[config.mk]
export PLATFORM = sky130hd
export DESIGN_NAME = rps_match_engine
export DESIGN_NICKNAME = d
export VERILOG_FILES = /design/src/rtl/rps_match_engine.sv
export SDC_FILE = /design/constraint.sdc
export NUM_CORES = 1
export LEC_CHECK = 0
export ABC_AREA = 1
export CORE_MARGIN = 3
export CORE_UTILIZATION = 55
export DETAILED_ROUTE_END_ITERATION = 8
export DONT_BUFFER_PORTS = 1
export HOLD_SLACK_MARGIN = 0.05
export PLACE_DENSITY = 0.74
export SYNTH_ARGS = -nofsm -noshare
export SYNTH_HDL_FRONTEND = slang
export SYNTH_SLANG_ARGS = --single-unit
[constraint.sdc]
create_clock -name clk -period 2.15 [get_ports clk]
set_input_delay 0.3225 -clock clk [delete_from_list [all_inputs] [get_ports clk]]
set_output_delay 0.3225 -clock clk [all_outputs]
set_load 0.1 [all_outputs]
[src/rtl/rps_match_engine.sv]
// rps_match_engine: judges one pair of moves per start edge for an N-move
// stone-paper-scissors variant, keeps per-player scores and a tie count, and
// declares a match winner when either player reaches WIN_TARGET round wins.
module rps_match_engine #(
   parameter int unsigned NUM_MOVES  = 3,
   parameter int unsigned MOVE_W     = 2,
   parameter int unsigned WIN_TARGET = 3,
   parameter int unsigned SCORE_W    = 4
) (
   input  logic               clk,
   input  logic               rst_n,
   input  logic               ena,
   input  logic               start,
   input  logic               clear_match,
   input  logic [MOVE_W-1:0]  p1_move,
   input  logic [MOVE_W-1:0]  p2_move,
   output logic               round_valid,
   output logic [1:0]         round_result,
   output logic [SCORE_W-1:0] p1_score,
   output logic [SCORE_W-1:0] p2_score,
   output logic [SCORE_W-1:0] tie_count,
   output logic               match_over,
   output logic [1:0]         match_winner
);

   // One extra bit so NUM_MOVES == 2**MOVE_W and p1 + NUM_MOVES both fit.
   localparam int unsigned DW = MOVE_W + 1;
   localparam logic [DW-1:0]      NUM_MOVES_W = DW'(NUM_MOVES);
   localparam logic [SCORE_W-1:0] TARGET_W    = SCORE_W'(WIN_TARGET);
   localparam logic [SCORE_W-1:0] ONE_W       = SCORE_W'(1);

   localparam logic [1:0] RES_TIE     = 2'b00;
   localparam logic [1:0] RES_P1      = 2'b01;
   localparam logic [1:0] RES_P2      = 2'b10;
   localparam logic [1:0] RES_INVALID = 2'b11;

   typedef enum logic [1:0] {
      ST_IDLE = 2'd0,
      ST_EVAL = 2'd1,
      ST_DONE = 2'd2
   } state_e;

   state_e               state_q, state_d;
   logic                 start_q;
   logic [MOVE_W-1:0]    p1_move_q, p1_move_d;
   logic [MOVE_W-1:0]    p2_move_q, p2_move_d;
   logic                 round_valid_q, round_valid_d;
   logic [1:0]           result_q, result_d;
   logic [SCORE_W-1:0]   p1_score_q, p1_score_d;
   logic [SCORE_W-1:0]   p2_score_q, p2_score_d;
   logic [SCORE_W-1:0]   tie_q, tie_d;
   logic                 match_over_q;
   logic [1:0]           winner_q, winner_d;

   logic                 start_edge_c;
   logic [DW-1:0]        p1_ext_c, p2_ext_c, diff_c;
   logic                 invalid_c;
   logic [1:0]           judge_c;
   logic [SCORE_W-1:0]   p1_inc_c, p2_inc_c;

   assign start_edge_c = start & ~start_q;
   assign p1_inc_c     = p1_score_q + ONE_W;
   assign p2_inc_c     = p2_score_q + ONE_W;

   // Judge the captured moves: odd forward distance mod NUM_MOVES means P1 wins.
   always_comb begin
      p1_ext_c  = {1'b0, p1_move_q};
      p2_ext_c  = {1'b0, p2_move_q};
      invalid_c = (p1_ext_c >= NUM_MOVES_W) || (p2_ext_c >= NUM_MOVES_W);
      diff_c    = '0;
      judge_c   = RES_TIE;
      if (p1_ext_c >= p2_ext_c) begin
         diff_c = p1_ext_c - p2_ext_c;
      end else begin
         diff_c = p1_ext_c + NUM_MOVES_W - p2_ext_c;
      end
      if (invalid_c) begin
         judge_c = RES_INVALID;
      end else if (p1_move_q == p2_move_q) begin
         judge_c = RES_TIE;
      end else if (diff_c[0]) begin
         judge_c = RES_P1;
      end else begin
         judge_c = RES_P2;
      end
   end

   // Next-state and register-update logic; clear_match overrides every state.
   always_comb begin
      state_d       = state_q;
      p1_move_d     = p1_move_q;
      p2_move_d     = p2_move_q;
      round_valid_d = 1'b0;
      result_d      = result_q;
      p1_score_d    = p1_score_q;
      p2_score_d    = p2_score_q;
      tie_d         = tie_q;
      winner_d      = winner_q;

      if (clear_match) begin
         state_d    = ST_IDLE;
         result_d   = RES_TIE;
         p1_score_d = '0;
         p2_score_d = '0;
         tie_d      = '0;
         winner_d   = 2'b00;
      end else begin
         unique case (state_q)
            ST_IDLE: begin
               if (start_edge_c && ena) begin
                  p1_move_d = p1_move;
                  p2_move_d = p2_move;
                  state_d   = ST_EVAL;
               end
            end
            ST_EVAL: begin
               round_valid_d = 1'b1;
               result_d      = judge_c;
               state_d       = ST_IDLE;
               unique case (judge_c)
                  RES_TIE: begin
                     if (tie_q != '1) begin
                        tie_d = tie_q + ONE_W;
                     end
                  end
                  RES_P1: begin
                     p1_score_d = p1_inc_c;
                     if (p1_inc_c == TARGET_W) begin
                        state_d  = ST_DONE;
                        winner_d = 2'b01;
                     end
                  end
                  RES_P2: begin
                     p2_score_d = p2_inc_c;
                     if (p2_inc_c == TARGET_W) begin
                        state_d  = ST_DONE;
                        winner_d = 2'b10;
                     end
                  end
                  default: begin
                  end
               endcase
            end
            ST_DONE: begin
            end
            default: begin
               state_d = ST_IDLE;
            end
         endcase
      end
   end

   // State, edge-detector and output registers.
   always_ff @(posedge clk or negedge rst_n) begin
      if (!rst_n) begin
         state_q       <= ST_IDLE;
         start_q       <= 1'b0;
         p1_move_q     <= '0;
         p2_move_q     <= '0;
         round_valid_q <= 1'b0;
         result_q      <= 2'b00;
         p1_score_q    <= '0;
         p2_score_q    <= '0;
         tie_q         <= '0;
         match_over_q  <= 1'b0;
         winner_q      <= 2'b00;
      end else begin
         state_q       <= state_d;
         start_q       <= start;
         p1_move_q     <= p1_move_d;
         p2_move_q     <= p2_move_d;
         round_valid_q <= round_valid_d;
         result_q      <= result_d;
         p1_score_q    <= p1_score_d;
         p2_score_q    <= p2_score_d;
         tie_q         <= tie_d;
         match_over_q  <= (state_d == ST_DONE);
         winner_q      <= winner_d;
      end
   end

   assign round_valid  = round_valid_q;
   assign round_result = result_q;
   assign p1_score     = p1_score_q;
   assign p2_score     = p2_score_q;
   assign tie_count    = tie_q;
   assign match_over   = match_over_q;
   assign match_winner = winner_q;

endmodule

==> results.py <==
metrics = {
    "setup_path": {
        "worstSetupEndpointType": "flop",
        "critical_path.max_stage_delay_ns": 0.37,
        "worst_ep_arrival_time_ns": 1.88,
        "cpMostUsedCell": "nand2_1",
        "crit_type": "flop to flop",
        "crit_chain": "inv_1, ha_1, nor2_2, nand2_2, nand2_2, nand3_2, o21ai_2, nand2_1, nand2_1, nand2_1",
        "cp-start-kind": "flop",
        "slowest_stage": "dfrtp_1",
        "rr_worst_depth": 10,
        "critical_path_required_ns": 2.37,
        "crit_fanout": 4,
    },
    "job": {
        "cap_violations": 0,
    },
    "synthesis": {
        "synth_cells": 161,
        "yosysWarningCount": 0,
        "ys_ff_latch": 25,
        "synth_most_common_cell": "nand2_1",
        "synthArstFlopShare_pct": 100,
        "yosys.area.top_type": "dfrtp_1",
        "synth.top_cell.area_share_pct": 46.7,
        "ys.flop_type": "dfrtp_1",
        "syn-cell-area_um2": 1340,
        "ys_types": 23,
        "synth_area_leaders": "dfrtp_1 47%, nand2_1 12%, ha_1 6.5%, inv_1 4.8%, nand3_1 3.7%",
        "synth_nets": 177,
        "synth_edf_count": 0,
        "ys_seq_area_share_pct": 46.7,
        "synthTopCellsByCount": "43 x nand2_1, 25 x dfrtp_1, 17 x inv_1",
        "avgSynthCellArea_um2": 8.32,
    },
    "min_path": {
        "hp-class": "input port to flop",
        "whs_path_depth": 2,
    },
    "power_and_ir_drop": {
        "switching_share_pct": 47.2,
        "power_density_nw_per_um2": 902,
        "p_int_mw": 0.746,
        "combPwrFrac_pct": 45.4,
        "power_leakage_nw": 0.826,
        "switching_power_mw": 0.666,
        "irDropWorstVdd_mv": 0.646,
        "p_clk_share_pct": 14.6,
        "seqPwrFrac_pct": 40.0,
    },
    "floorplanning": {
        "die_w_um": 55.3,
        "initial_utilization_pct": 59.4,
        "fp.dieArea_um2": 3060,
        "core_um2": 2250,
        "die_h_um": 55.3,
        "io_pins": 27,
        "fp-row-count": 17,
    },
    "clock_tree": {
        "cts_tree": "done",
        "cts_setup_buffers": 0,
        "clock-sinks": 25,
        "clockBufferDepth": 2,
        "h-tree-depth": 1,
        "root_buffer": "clkbuf_4",
        "clk_pin_slew_worst_paths_ns": 0.13,
        "numCtsBuffers": 3,
        "clock_latency_ns": 0.31,
    },
    "timing": {
        "min_period_ns": 1.66,
        "fin_skew_ns": 0.00218,
        "timing.fmax_mhz": 602,
        "setup_viol": 0,
        "slew_violations": 0,
        "worst-slew-pin-transition_ns": 1.09,
        "rsz0062_at_grt": "no",
        "setup_slack_ns": 0.488,
        "slew_headroom_pct": 26.9,
        "fin_tns_setup_ns": 0,
        "hold_viol": 0,
        "finalCritPeriodShare_pct": 77.3,
    },
    "place": {
        "dpl.hpwl_um": 2000,
        "port_buffers": 0,
        "preCtsSetupSlack_ns": 0.509,
        "gp_congestion": 0.780,
    },
    "grt": {
        "grt_pass1_wl_um": 4550,
        "grt_max_degree": 26,
        "grt_pass1_vias": 1104,
        "grt_antenna_before_repair": 0,
        "overflow": 0,
        "grt.total_usage_pct": 18.0,
    },
    "detailed_routing": {
        "wirelength_um": 2540,
        "initialDrtViolationCount": 23,
        "ant_nets": 0,
        "wire_per_inst_um": 11.9,
        "num_vias": 1104,
        "drc": 0,
        "firstDrtPassIters": 4,
        "via_per_inst": 5.16,
    },
    "layout": {
        "num-fill-cells": 180,
        "syn2layout_area_growth_pct": 16.9,
        "layout.nets": 203,
        "drive_gt1_share_pct": 24.2,
        "antenna_cells": 0,
    },
    "outcome": {
        "status": "completed",
    },
}
==> worst max-delay path: cells and delay by family (launching register included) <==
kind | cells | cell delay (ns)
DFF | 1 | 0.37
AOI/OAI and AO/OA | 1 | 0.17
and+or+nand+nor | 7 | 0.63
adders and majority gates | 1 | 0.35
buffers and inverters | 1 | 0.06
==> layer usage <==
metal,GRT usage [%],up-vias,wire length [µm]
li1,-,562,-
met1,22.3,512,1150
met2,32.8,26,1270
met3,3.27,4,98
met4,3.13,0,18
met5,0,-,0
==> power by group through the flow <==
stage	clock, mW	combinational (mW)	sequential, mW
floorplan	0	0.270	0.819
global placement	0	0.615	0.571
detailed placement	0	0.629	0.575
CTS	0.211	0.642	0.566
global route	0.233	0.691	0.574
finish	0.206	0.641	0.566
==> cell families (layout without fill, tap and decap cells) <==
kind of cell               after synthesis  count (layout)  synth area share, %
adders and majority gates                7               7                 6.54
xor gates and xnor gates                 2               2                 1.31
and+or+nand+nor                         83              83                 30.0
buffers and inverters                   24              49                 6.73
DFF                                     25              25                 46.7
AOI/OAI and AO/OA                       20              20                 8.69
==> cell usage in the layout (no fill, tap or decap) <==
| master | Yosys | routed |
|---|---|---|
| nand2_1 | 43 | 43 |
| dfrtp_1 | 25 | 25 |
| buf_4 | 0 | 18 |
| inv_1 | 17 | 17 |
| nor2_1 | 10 | 10 |
| nand3_1 | 10 | 10 |
| o21ai_1 | 8 | 8 |
| inv_2 | 7 | 7 |
| nor2_2 | 7 | 7 |
| ha_1 | 7 | 7 |
| nand4_1 | 4 | 4 |
| nand2_2 | 4 | 4 |
| a21oi_1 | 3 | 3 |
| o21ai_0 | 3 | 3 |
| clkbuf_4 | 0 | 3 |
| dlygate4sd3_1 | 0 | 3 |
| nor2_4 | 2 | 2 |
| o21ai_2 | 2 | 2 |
| xor2_1 | 2 | 2 |
| nand3_2 | 1 | 1 |
| nand3b_4 | 1 | 1 |
| a211oi_1 | 1 | 1 |
| o31ai_1 | 1 | 1 |
| a21o_1 | 1 | 1 |
| and2_1 | 1 | 1 |
| o22ai_1 | 1 | 1 |
| clkbuf_1 | 0 | 1 |
==> per-stage QoR <==
step / hold WS (ns) / std cells / utilization [%] / total power, mW / area, µm²
after floorplan: 0.0269 / 161 / - / 1.09 / 1340
after global placement: 0.0276 / 207 / 66.9 / 1.19 / 1510
after detailed placement: 0.0275 / 207 / 66.9 / 1.20 / 1510
after CTS: 0.0529 / 213 / 69.0 / 1.42 / 1560
after global routing: 0.101 / 214 / 69.4 / 1.50 / 1570
final: 0.109 / 214 / 69.4 / 1.41 / 1570
==> area by class of cell <==
cell class / instances / area [µm²] / area share, %
sequential: 25 / 626 / 40.0
inverter: 24 / 90.1 / 5.76
timing repair buffer: 21 / 165 / 10.6
multi-input combinational: 112 / 623 / 39.8
clock buffer: 4 / 26.3 / 1.68
tap: 28 / 35.0 / 2.24
==> state kept, by name, summed over array words and instances (netlist names) <==
signal        cells
tie_count         4
start_q           1
match_over        1
p2_score          4
state_q           2
match_winner      2
p1_move_q         2
round_result      2
p2_move_q         2
p1_score          4
round_valid       1
==> final timing paths <==
kind	startpoint	end	slack (ns)
setup / recovery	p1_move_q[0]	match_winner[1]	0.49
hold / removal	p2_move[0]	p2_move_q[0]	0.11
setup reg to reg	p1_move_q[0]	match_winner[1]	0.49
hold reg to reg	match_winner[0]	match_winner[0]	0.49
max in group asynchronous	rst_n	round_result[0]	0.85
min in group asynchronous	rst_n	p1_score[3]	0.65
==> repair_timing <==
item | 4_1_cts | 5_1_grt
resized for setup | 0 | 0
endpoints found under the setup margin | 0 | 0
hold buffers | 2 | 1
hold endpoints to repair | 26 | 3
No activity file was read; power rests on OpenSTA's default activity.
